**src/rtl/pdw_pkg.sv**
```systemverilog
// Shared definitions for the PDW snapshot receiver: frame sizing helpers,
// receive FSM encoding and CRC-16/CCITT constants.
package pdw_pkg;

    localparam int WORD_WIDTH = 16;
    localparam int CRC_WIDTH  = 16;
    localparam logic [CRC_WIDTH-1:0] CRC_POLY = 16'h1021;
    localparam logic [CRC_WIDTH-1:0] CRC_INIT = 16'hFFFF;

    typedef enum logic [1:0] {
        ST_IDLE  = 2'd0,
        ST_RECV  = 2'd1,
        ST_CHECK = 2'd2
    } rx_state_t;

    function automatic int frame_bits(input int sample_width, input int num_taps,
                                      input int abs_time_width);
        return sample_width * num_taps + abs_time_width;
    endfunction

    function automatic int num_words(input int fbits);
        return fbits / WORD_WIDTH;
    endfunction

    function automatic logic [CRC_WIDTH-1:0] crc16_step(input logic [CRC_WIDTH-1:0] crc,
                                                       input logic bit_in);
        logic fb;
        fb = crc[CRC_WIDTH-1] ^ bit_in;
        return {crc[CRC_WIDTH-2:0], 1'b0} ^ (fb ? CRC_POLY : '0);
    endfunction

endpackage

```
**src/rtl/crc16_ccitt_serial.sv**
```systemverilog
// Bit-serial CRC-16/CCITT (poly 0x1021, init 0xFFFF), MSB first. A clear in the
// same cycle as enable seeds the new frame with its first bit already folded in.
module crc16_ccitt_serial
    import pdw_pkg::*;
(
    input  logic                 clk,
    input  logic                 rst,
    input  logic                 clear,
    input  logic                 enable,
    input  logic                 data,
    output logic [CRC_WIDTH-1:0] crc
);

    logic [CRC_WIDTH-1:0] seed;

    assign seed = clear ? CRC_INIT : crc;

    always_ff @(posedge clk) begin
        if (!rst) begin
            crc <= CRC_INIT;
        end else if (enable) begin
            crc <= crc16_step(seed, data);
        end else if (clear) begin
            crc <= CRC_INIT;
        end
    end

endmodule

```
**src/rtl/pdw_snapshot_rx.sv**
```systemverilog
// Serial PDW snapshot receiver: captures one framed bit-serial snapshot, checks its
// length (and CRC when PDW_RX_CRC_EN is defined), then streams it out as 16-bit words.
module pdw_snapshot_rx
    import pdw_pkg::*;
#(
    parameter int SAMPLE_WIDTH   = 16,
    parameter int NUM_TAPS       = 10,
    parameter int ABS_TIME_WIDTH = 32
) (
    input  logic        clk,
    input  logic        rst,
    input  logic        pdw_data,
    input  logic        pdw_frame,
    output logic [15:0] word_data,
    output logic        word_valid,
    input  logic        word_ready,
    output logic        word_first,
    output logic        word_last,
    output logic        frame_err,
    output logic [7:0]  drop_cnt
);

    localparam int FRAME_BITS = frame_bits(SAMPLE_WIDTH, NUM_TAPS, ABS_TIME_WIDTH);
    localparam int NUM_WORDS  = num_words(FRAME_BITS);
`ifdef PDW_RX_CRC_EN
    localparam int EXP_BITS   = FRAME_BITS + CRC_WIDTH;
`else
    localparam int EXP_BITS   = FRAME_BITS;
`endif
    localparam int CNT_W      = $clog2(EXP_BITS + 2);
    localparam int IDX_W      = $clog2(NUM_WORDS + 1);

    rx_state_t             state, state_nxt;
    logic                  frame_prev;
    logic [CNT_W-1:0]      bit_cnt, eff_cnt;
    logic [FRAME_BITS-1:0] shreg, out_buf;
    logic [IDX_W-1:0]      word_idx;
    logic                  starting, capture, payload_bit;
    logic                  len_ok, crc_ok, frame_good, last_hs, buf_free;

    // A new frame may start straight out of CHECK so a one-cycle gap is enough.
    assign starting    = pdw_frame && !frame_prev && (state != ST_RECV);
    assign capture     = starting || ((state == ST_RECV) && pdw_frame);
    assign eff_cnt     = starting ? '0 : bit_cnt;
    assign payload_bit = eff_cnt < CNT_W'(FRAME_BITS);

    always_ff @(posedge clk) begin
        if (!rst) begin
            state <= ST_IDLE;
        end else begin
            state <= state_nxt;
        end
    end

    always_comb begin
        // NOTE: default first so every path assigns state_nxt and no latch is inferred.
        state_nxt = state;
        unique case (state)
            ST_IDLE:  if (starting) state_nxt = ST_RECV;
            ST_RECV:  if (!pdw_frame) state_nxt = ST_CHECK;
            ST_CHECK: state_nxt = starting ? ST_RECV : ST_IDLE;
            default:  state_nxt = ST_IDLE;
        endcase
    end

    always_ff @(posedge clk) begin
        if (!rst) begin
            // NOTE: frame_prev resets high so a frame already in flight is ignored.
            frame_prev <= 1'b1;
            bit_cnt    <= '0;
        end else begin
            // NOTE: non-blocking assignments keep every register updating from old values.
            frame_prev <= pdw_frame;
            if (starting) begin
                bit_cnt <= CNT_W'(1);
            end else if ((state == ST_RECV) && pdw_frame && (bit_cnt != CNT_W'(EXP_BITS + 1))) begin
                bit_cnt <= bit_cnt + CNT_W'(1);
            end
        end
    end

    // NOTE: the capture shift register is pure datapath and carries no reset.
    always_ff @(posedge clk) begin
        if (capture && payload_bit) begin
            shreg <= {shreg[FRAME_BITS-2:0], pdw_data};
        end
    end

`ifdef PDW_RX_CRC_EN
    logic [CRC_WIDTH-1:0] crc_calc, crc_rx;

    crc16_ccitt_serial u_crc (
        .clk    (clk),
        .rst    (rst),
        .clear  (starting),
        .enable (capture && payload_bit),
        .data   (pdw_data),
        .crc    (crc_calc)
    );

    always_ff @(posedge clk) begin
        if (capture && !payload_bit) begin
            crc_rx <= {crc_rx[CRC_WIDTH-2:0], pdw_data};
        end
    end

    assign crc_ok = (crc_calc == crc_rx);
`else
    assign crc_ok = 1'b1;
`endif

    assign len_ok     = (bit_cnt == CNT_W'(EXP_BITS));
    assign frame_good = len_ok && crc_ok;
    assign last_hs    = word_valid && word_ready && (word_idx == IDX_W'(NUM_WORDS - 1));
    assign buf_free   = !word_valid || last_hs;

    always_ff @(posedge clk) begin
        if (!rst) begin
            out_buf    <= '0;
            word_valid <= 1'b0;
            word_idx   <= '0;
            frame_err  <= 1'b0;
            drop_cnt   <= '0;
        end else begin
            frame_err <= (state == ST_CHECK) && !frame_good;
            if ((state == ST_CHECK) && frame_good && buf_free) begin
                out_buf    <= shreg;
                word_valid <= 1'b1;
                word_idx   <= '0;
            end else if (word_valid && word_ready) begin
                if (last_hs) begin
                    word_valid <= 1'b0;
                end else begin
                    out_buf  <= {out_buf[FRAME_BITS-WORD_WIDTH-1:0], WORD_WIDTH'(0)};
                    word_idx <= word_idx + IDX_W'(1);
                end
            end
            if ((state == ST_CHECK) && frame_good && !buf_free && (drop_cnt != 8'hFF)) begin
                drop_cnt <= drop_cnt + 8'd1;
            end
        end
    end

    assign word_data  = out_buf[FRAME_BITS-1 -: WORD_WIDTH];
    assign word_first = word_valid && (word_idx == '0);
    assign word_last  = word_valid && (word_idx == IDX_W'(NUM_WORDS - 1));

endmodule

```
**config.mk**
```make
export PLATFORM = sky130hd
export DESIGN_NAME = pdw_snapshot_rx
export DESIGN_NICKNAME = d
export VERILOG_FILES = /design/src/rtl/pdw_pkg.sv /design/src/rtl/crc16_ccitt_serial.sv /design/src/rtl/pdw_snapshot_rx.sv
export SDC_FILE = /design/constraint.sdc
export NUM_CORES = 1
export LEC_CHECK = 0
export BUFFER_PORTS_ARGS = -buffer_cell sky130_fd_sc_hd__buf_2
export CAP_MARGIN = 10
export CORE_MARGIN = 5
export CORE_UTILIZATION = 58
export CTS_BUF_LIST = sky130_fd_sc_hd__clkbuf_8
export CTS_CLUSTER_DIAMETER = 100
export DETAILED_ROUTE_END_ITERATION = 16
export GPL_TIMING_DRIVEN = 0
export PLACE_DENSITY = 0.78
export SYNTH_ARGS = -nofsm -noshare
export SYNTH_HDL_FRONTEND = slang
export SYNTH_HIERARCHICAL = 1
export SYNTH_SLANG_ARGS = --single-unit
```
**constraint.sdc**
```tcl
create_clock -name clk -period 16.7 [get_ports clk]
set_clock_uncertainty 0.05 [all_clocks]
set_input_delay 3.34 -clock clk [delete_from_list [all_inputs] [get_ports clk]]
set_output_delay 3.34 -clock clk [all_outputs]
set_load 0.01 [all_outputs]
```
==> flow_summary.ini, run 1 <==
[clocking]
clkLatencyLatePin_ns = 0.57
cts.sinks = 409
cts_buffer_depth = 3
cts_root_buf = clkbuf_8
cts_buffers = 67
cts_htree_levels = 3
ctsHoldBuffers = 0
tritoncts = done
clkTransAtPathRegs_ns = 0.06
cts_resized = 0
postCtsSetupBuffers = 0

[global_routing]
grt_pass1_wl_microns = 54310
track_usage_pct = 22.46
gr-total-overflow = 0
grt_max_degree = 33
first_global_vias = 11060
antenna_found_initial = 0

[floorplanning]
start_util_pct = 58.76
die-area_sq_um = 29670
rows = 59
dieHeight_microns = 172.3
die_x_microns = 172.3
io_pins = 33
core_sq_um = 25980

[synthesis]
synthCells = 1403
ys_seq_area_share_pct = 66.21
syn-num-nets = 1414
synth.distinct_cells = 43
synth_edf_count = 192
ys_top_cells_by_area = edfxtp_1 38%, dfxtp_1 28%, a311oi_1 10%, nand2_1 9.3%, nor2_1 4.6%
syn_area_sq_um = 15270
synth_seq_cells = 409
yosys_warnings = 6
synth_top_cell_by_area = edfxtp_1
synthArstFlopShare_pct = 0
avgSynthCellArea_sq_um = 10.88
synth_top_area_share_pct = 37.76
synth_flop_cell = dfxtp_1

[layout]
final_cell_count_no_fill = 1897
nets = 1522
drive_above_1_share_pct = 12.87
diodes = 0
syn_to_final_growth_pct = 13.31

[power_and_ir_drop]
power.density_nw_per_um2 = 111.0
p_clk_share_pct = 43.5
p_switching_mw = 0.4119
sequentialPowerShare_pct = 55.0
intPower_mw = 1.508
p_leak_nw = 5.076
swShare_pct = 21.46
combPwrFrac_pct = 1.5
ir_drop_mv = 0.08343

[placement]
gp_congestion = 0.8876
hpwlAfterDp_microns = 22120
placed_cells = 1777
portBuffers = 32
dp_slack_ns = 11.39

[sta]
period_share_pct = 29.90
fin_crit_ns = 4.994
rsz0062_at_grt = false
worst_slew_pin_slew_ns = 0.6653
hold_violations = 0
fmax_mhz = 200.2
setup_violations = 0
slew_viol_final = 0
slew_headroom_pct = 55.65
fin_tns_setup_ns = 0
final.setup.worst_slack_ns = 11.71

[detailed_routing]
drtAntennaViolNets = 0
first_iter_violations = 976
finalWirelength_microns = 32960
routed-via-count = 11070
first_pass_iters = 6
wire_per_inst_microns = 17.37
drc = 0
vias_per_cell = 5.836

[setup_path]
critPathBufInv = 2
cp_slowest_stage_delay_ns = 0.37
slowest_stage = dfxtp_1
critPathKind = flop to output port
critical_path_arrival_ns = 1.60
crit_path_max_fanout = 4
cp_cell_sequence = inv_1 -> nor4b_1 -> buf_2
crit_path_end_kind = output port
crit_required_ns = 13.31
cp-start-kind = flop
crit_family = flip-flops

[min_path]
hold_path.class = flop to flop

[run]
cap_viol_max_count = 0

[status]
outcome = finished, final reports clean
synthesized netlist by cell type, types with 4 or more instances:
cell type / number
buf_2: 43
mux2i_1: 5
ha_1: 6
xnor2_1: 6
dfxtp_1: 217
nor2_1: 189
nand3_1: 22
nand2b_1: 6
edfxtp_1: 192
a311oi_1: 175
nand2_1: 379
inv_1: 8
nand3b_1: 5
buf_4: 30
a21oi_1: 24
clkbuf_1: 49
o21ai_0: 4
power by group through the flow:
stage	sequential, mW	combinational (mW)	clock [mW]
2_1_floorplan	1.08	0.0158	0
3_3_place_gp	1.09	0.0231	0
3_5_place_dp	1.08	0.0293	0
4_1_cts	1.06	0.0292	0.847
5_1_grt	1.06	0.0315	0.896
6_report	1.06	0.0291	0.835
cells in the final DEF (no fill, tap or decap), types with 3 or more instances in the layout:
cell type and instances:
dfxtp_1 217, clkbuf_8 76, xor2_1 3, buf_4 30
clkbuf_1 49, edfxtp_1 192, buf_12 5, nor4_1 3
nor3_1 3, or4_1 3, a311oi_1 175, buf_2 75
nand3b_1 5, nand3_1 22, inv_1 42, xnor2_1 6
o31ai_1 3, nand2_1 379, ha_1 6, o21ai_0 3
inv_6 3, a21oi_1 24, clkinv_1 3, nor2_1 189
and2_1 3, nand2b_1 6, mux2i_1 5
routing by layer:
layer / track usage [%] / up-vias / share of wire (%)
met1: 32.11 / 5406 / 45
met3: 3.658 / 72 / 5.9
met5: 0 / - / 0
met2: 35.21 / 369 / 47
li1: - / 5223 / -
met4: 7.861 / 0 / 2.6
kinds of logic after synthesis:
logic type                 after synthesis  share of synthesized area [%]
DFF                                    409                          66.21
AOI/OAI and AO/OA                      215                          11.61
xor gates and xnor gates                 9                         0.5163
muxes                                    5                         0.3278
and+or+nand+nor                        627                          16.50
adders and majority gates                6                         0.4917
buffers and inverters                  132                          4.335
through the flow:
stage	util (%)	instance area [sq um]	hold WS, ns	power [mW]
5_1_grt	66.58	17300	0.4059	1.983
4_1_cts	66.58	17300	0.3936	1.932
3_5_place_dp	61.63	16010	0.3820	1.106
6_report	66.58	17300	0.3933	1.920
3_3_place_gp	60.99	15850	0.3785	1.111
2_1_floorplan	-	15270	0.3762	1.100
worst reg2reg max path, cell delays in order, from the launching register on:
cell       delay [ns]
dfxtp_1          0.35
ha_1             0.24
and4b_1          0.24
o2111ai_2        0.40
clkbuf_1         0.54
buf_2            0.35
a311oi_1         0.14
final cells by class:
cell class / count / area, sq um
well taps: 335 / 419.2
flip-flops and latches: 409 / 10110
fillers: 1912 / 8685
inverters: 9 / 33.78
multi-input cells: 862 / 4508
clock inverters: 44 / 240.2
plain buffers: 123 / 628.1
clock buffers: 76 / 1046
repair buffers: 39 / 315.3
final timing paths:
path | startpoint | endpoint | slack, ns | cells after the start
min | shreg[45] | shreg[46] | 0.39 | 0
min reg2reg | shreg[45] | shreg[46] | 0.39 | 0
max reg2reg | word_idx[0] | out_buf[140] | 14.25 | 6
max | word_valid | word_first | 11.71 | 3
state kept, by name, indices dropped and copies added (netlist names):
signal	flops
out_buf	192
shreg	192
bit_cnt	8
drop_cnt	8
word_idx	4
state	2
frame_err	1
frame_prev	1
word_valid	1
Note: power is estimated with default switching activity, not from simulation.
==> inputs of run 2 (changes only) <==
==> constraint.sdc (replaced) <==
create_clock -name clk -period 4.1 [get_ports clk]
set_clock_uncertainty 0.05 [all_clocks]
set_input_delay 0.82 -clock clk [delete_from_list [all_inputs] [get_ports clk]]
set_output_delay 0.82 -clock clk [all_outputs]
set_load 0.01 [all_outputs]
==> flow_summary.ini, run 2 (synthesis gave the netlist of run 1 again) <==
[power_and_ir_drop]
ir_drop_mv = 0.3712
p_switching_mw = 1.642
finalPower_mw = 7.717
sequentialPowerShare_pct = 55.7
combPwrFrac_pct = 1.6
p_clk_share_pct = 42.7
p_leak_nw = 5.044
intPower_mw = 6.075
swShare_pct = 21.28
power.density_nw_per_um2 = 445.9

[clocking]
tritoncts = done
clkTransAtPathRegs_ns = 0.06
cts.sinks = 409
ctsHoldBuffers = 0
cts_htree_levels = 2
postCtsSetupBuffers = 0
cts_root_buf = clkbuf_8
cts_buffers = 61
cts_resized = 0
cts_buffer_depth = 3
clkLatencyLatePin_ns = 0.61

[placement]
placed_cells = 1778
gp_congestion = 0.8853
hpwlAfterDp_microns = 22450
portBuffers = 32

[setup_path]
critPathBufInv = 5
slowest_stage = o21ai_4
cp_slowest_stage_delay_ns = 0.63
critical_path_arrival_ns = 2.89
worstRegToRegCells = 7
cp-start-kind = flop
path_depth = 7
crit_path_end_kind = flop
crit_required_ns = 4.34
critPathKind = flop to flop
timing.rr.start = state[0]
crit_path_frequent_cell = buf_16
crit_family = buffers and inverters
cp_cell_sequence = nand3b_1 -> o21ai_4 -> buf_16 -> buf_16 -> buf_16 -> buf_12 -> buf_16
crit_path_max_fanout = 27
reg2reg_setup_slack_ns = 1.45
r2r-end = shreg[102]

[detailed_routing]
first_pass_iters = 5
first_iter_violations = 919
vias_per_cell = 5.815
routed-via-count = 11014
wire_per_inst_microns = 17.48
finalWirelength_microns = 33100
drtAntennaViolNets = 0
drc = 0

[sta]
slew_viol_final = 0
rsz0062_at_grt = false
worst_slew_pin_slew_ns = 0.7353
period_share_pct = 64.60
fin_crit_ns = 2.648
fmax_mhz = 377.6
hold_violations = 0
slew_headroom_pct = 50.79
setup_violations = 0

[global_routing]
grt_max_degree = 31
gr-total-overflow = 0
first_global_vias = 11029
grt_pass1_wl_microns = 54700
antenna_found_initial = 0
track_usage_pct = 22.56

[floorplanning]
io_pins = 33
dieHeight_microns = 172.3
die_x_microns = 172.3
start_util_pct = 58.76
die-area_sq_um = 29670
rows = 59
core_sq_um = 25980

[layout]
final_common_cell = nand2_1
drive_above_1_share_pct = 13.15
nets = 1517
reg_top3 = out_buf (192), shreg (192)
final_cell_count_no_fill = 1894
fill_cells = 1947
syn_to_final_growth_pct = 13.35
diodes = 0
final_util_pct = 66.60
final_cell_mix = 379 x nand2_1, 217 x dfxtp_1, 192 x edfxtp_1

[status]
outcome = finished, final reports clean

[run]
cap_viol_max_count = 0

[min_path]
hold_end = shreg[0]
hold_path_depth = 1
hold_path.class = input pin to flop
worstHoldStart = pdw_data
-- run 2: cell count changes in the layout (fill, tap and decap cells not counted), sizes merged --
| cell | change |
|---|---|
| buf | +1 |
| bufinv | +1 |
| clkbuf | -6 |
| clkinv | +15 |
| inv | -14 |
-- run 2: worst max path at each step --
stage	startpoint	endpoint	slack (ns)
floorplan	pdw_frame	shreg[0]	-0.48
global placement	pdw_frame	shreg[103]	-1.88
detailed placement	pdw_frame	shreg[103]	0.92
CTS	state[1]	shreg[102]	1.45
global route	state[0]	shreg[81]	1.27
finish	state[0]	shreg[102]	1.45
-- run 2: power by group through the flow --
stage	combinational, mW	clock (mW)	sequential, mW
after floorplan	0.0653	0	4.39
after global placement	0.0947	0	4.40
after detailed placement	0.126	0	4.39
after CTS	0.125	3.34	4.30
after global routing	0.135	3.55	4.30
final	0.125	3.29	4.30
-- run 2: layout make-up --
cell class                 instances  area [sq um]  share of cell area (%)
multi-input combinational        862          4508                   26.05
inverter                           9         33.78                  0.1952
clock buffer                      70         963.4                   5.567
sequential                       409         10110                   58.42
timing repair buffer              40         365.4                   2.111
clock inverter                    46         279.0                   1.612
buffer                           123         628.1                   3.629
tap                              335         419.2                   2.422
-- run 2: worst reg2reg max path, delay by kind of cell, from the launching register on --
family	cells	cell delay, ns
buffers and inverters	5	1.05
AO/OA/AOI/OAI	1	0.63
AND/OR/NAND/NOR	1	0.19
flip-flops	1	0.40
-- run 2: routing by layer --
layer  wire, microns  up-vias  GRT usage [%]
li1                -     5218              -
met1           15040     5367          32.47
met2           15380      368          35.73
met3            2011       61          3.704
met4             677        0          6.699
met5               0        -              0
-- run 2: through the flow --
| step | hold slack [ns] | area (sq um) | worst slack [ns] | TNS, ns |
|---|---|---|---|---|
| 3_5_place_dp | 0.3830 | 16060 | 0.9209 | 0 |
| 6_report | 0.3352 | 17310 | 1.452 | 0 |
| 4_1_cts | 0.3164 | 17310 | 1.455 | 0 |
| 2_1_floorplan | 0.3762 | 15280 | -0.4803 | -92.22 |
| 3_3_place_gp | 0.3783 | 15860 | -1.881 | -357.19 |
| 5_1_grt | 0.3076 | 17310 | 1.269 | 0 |
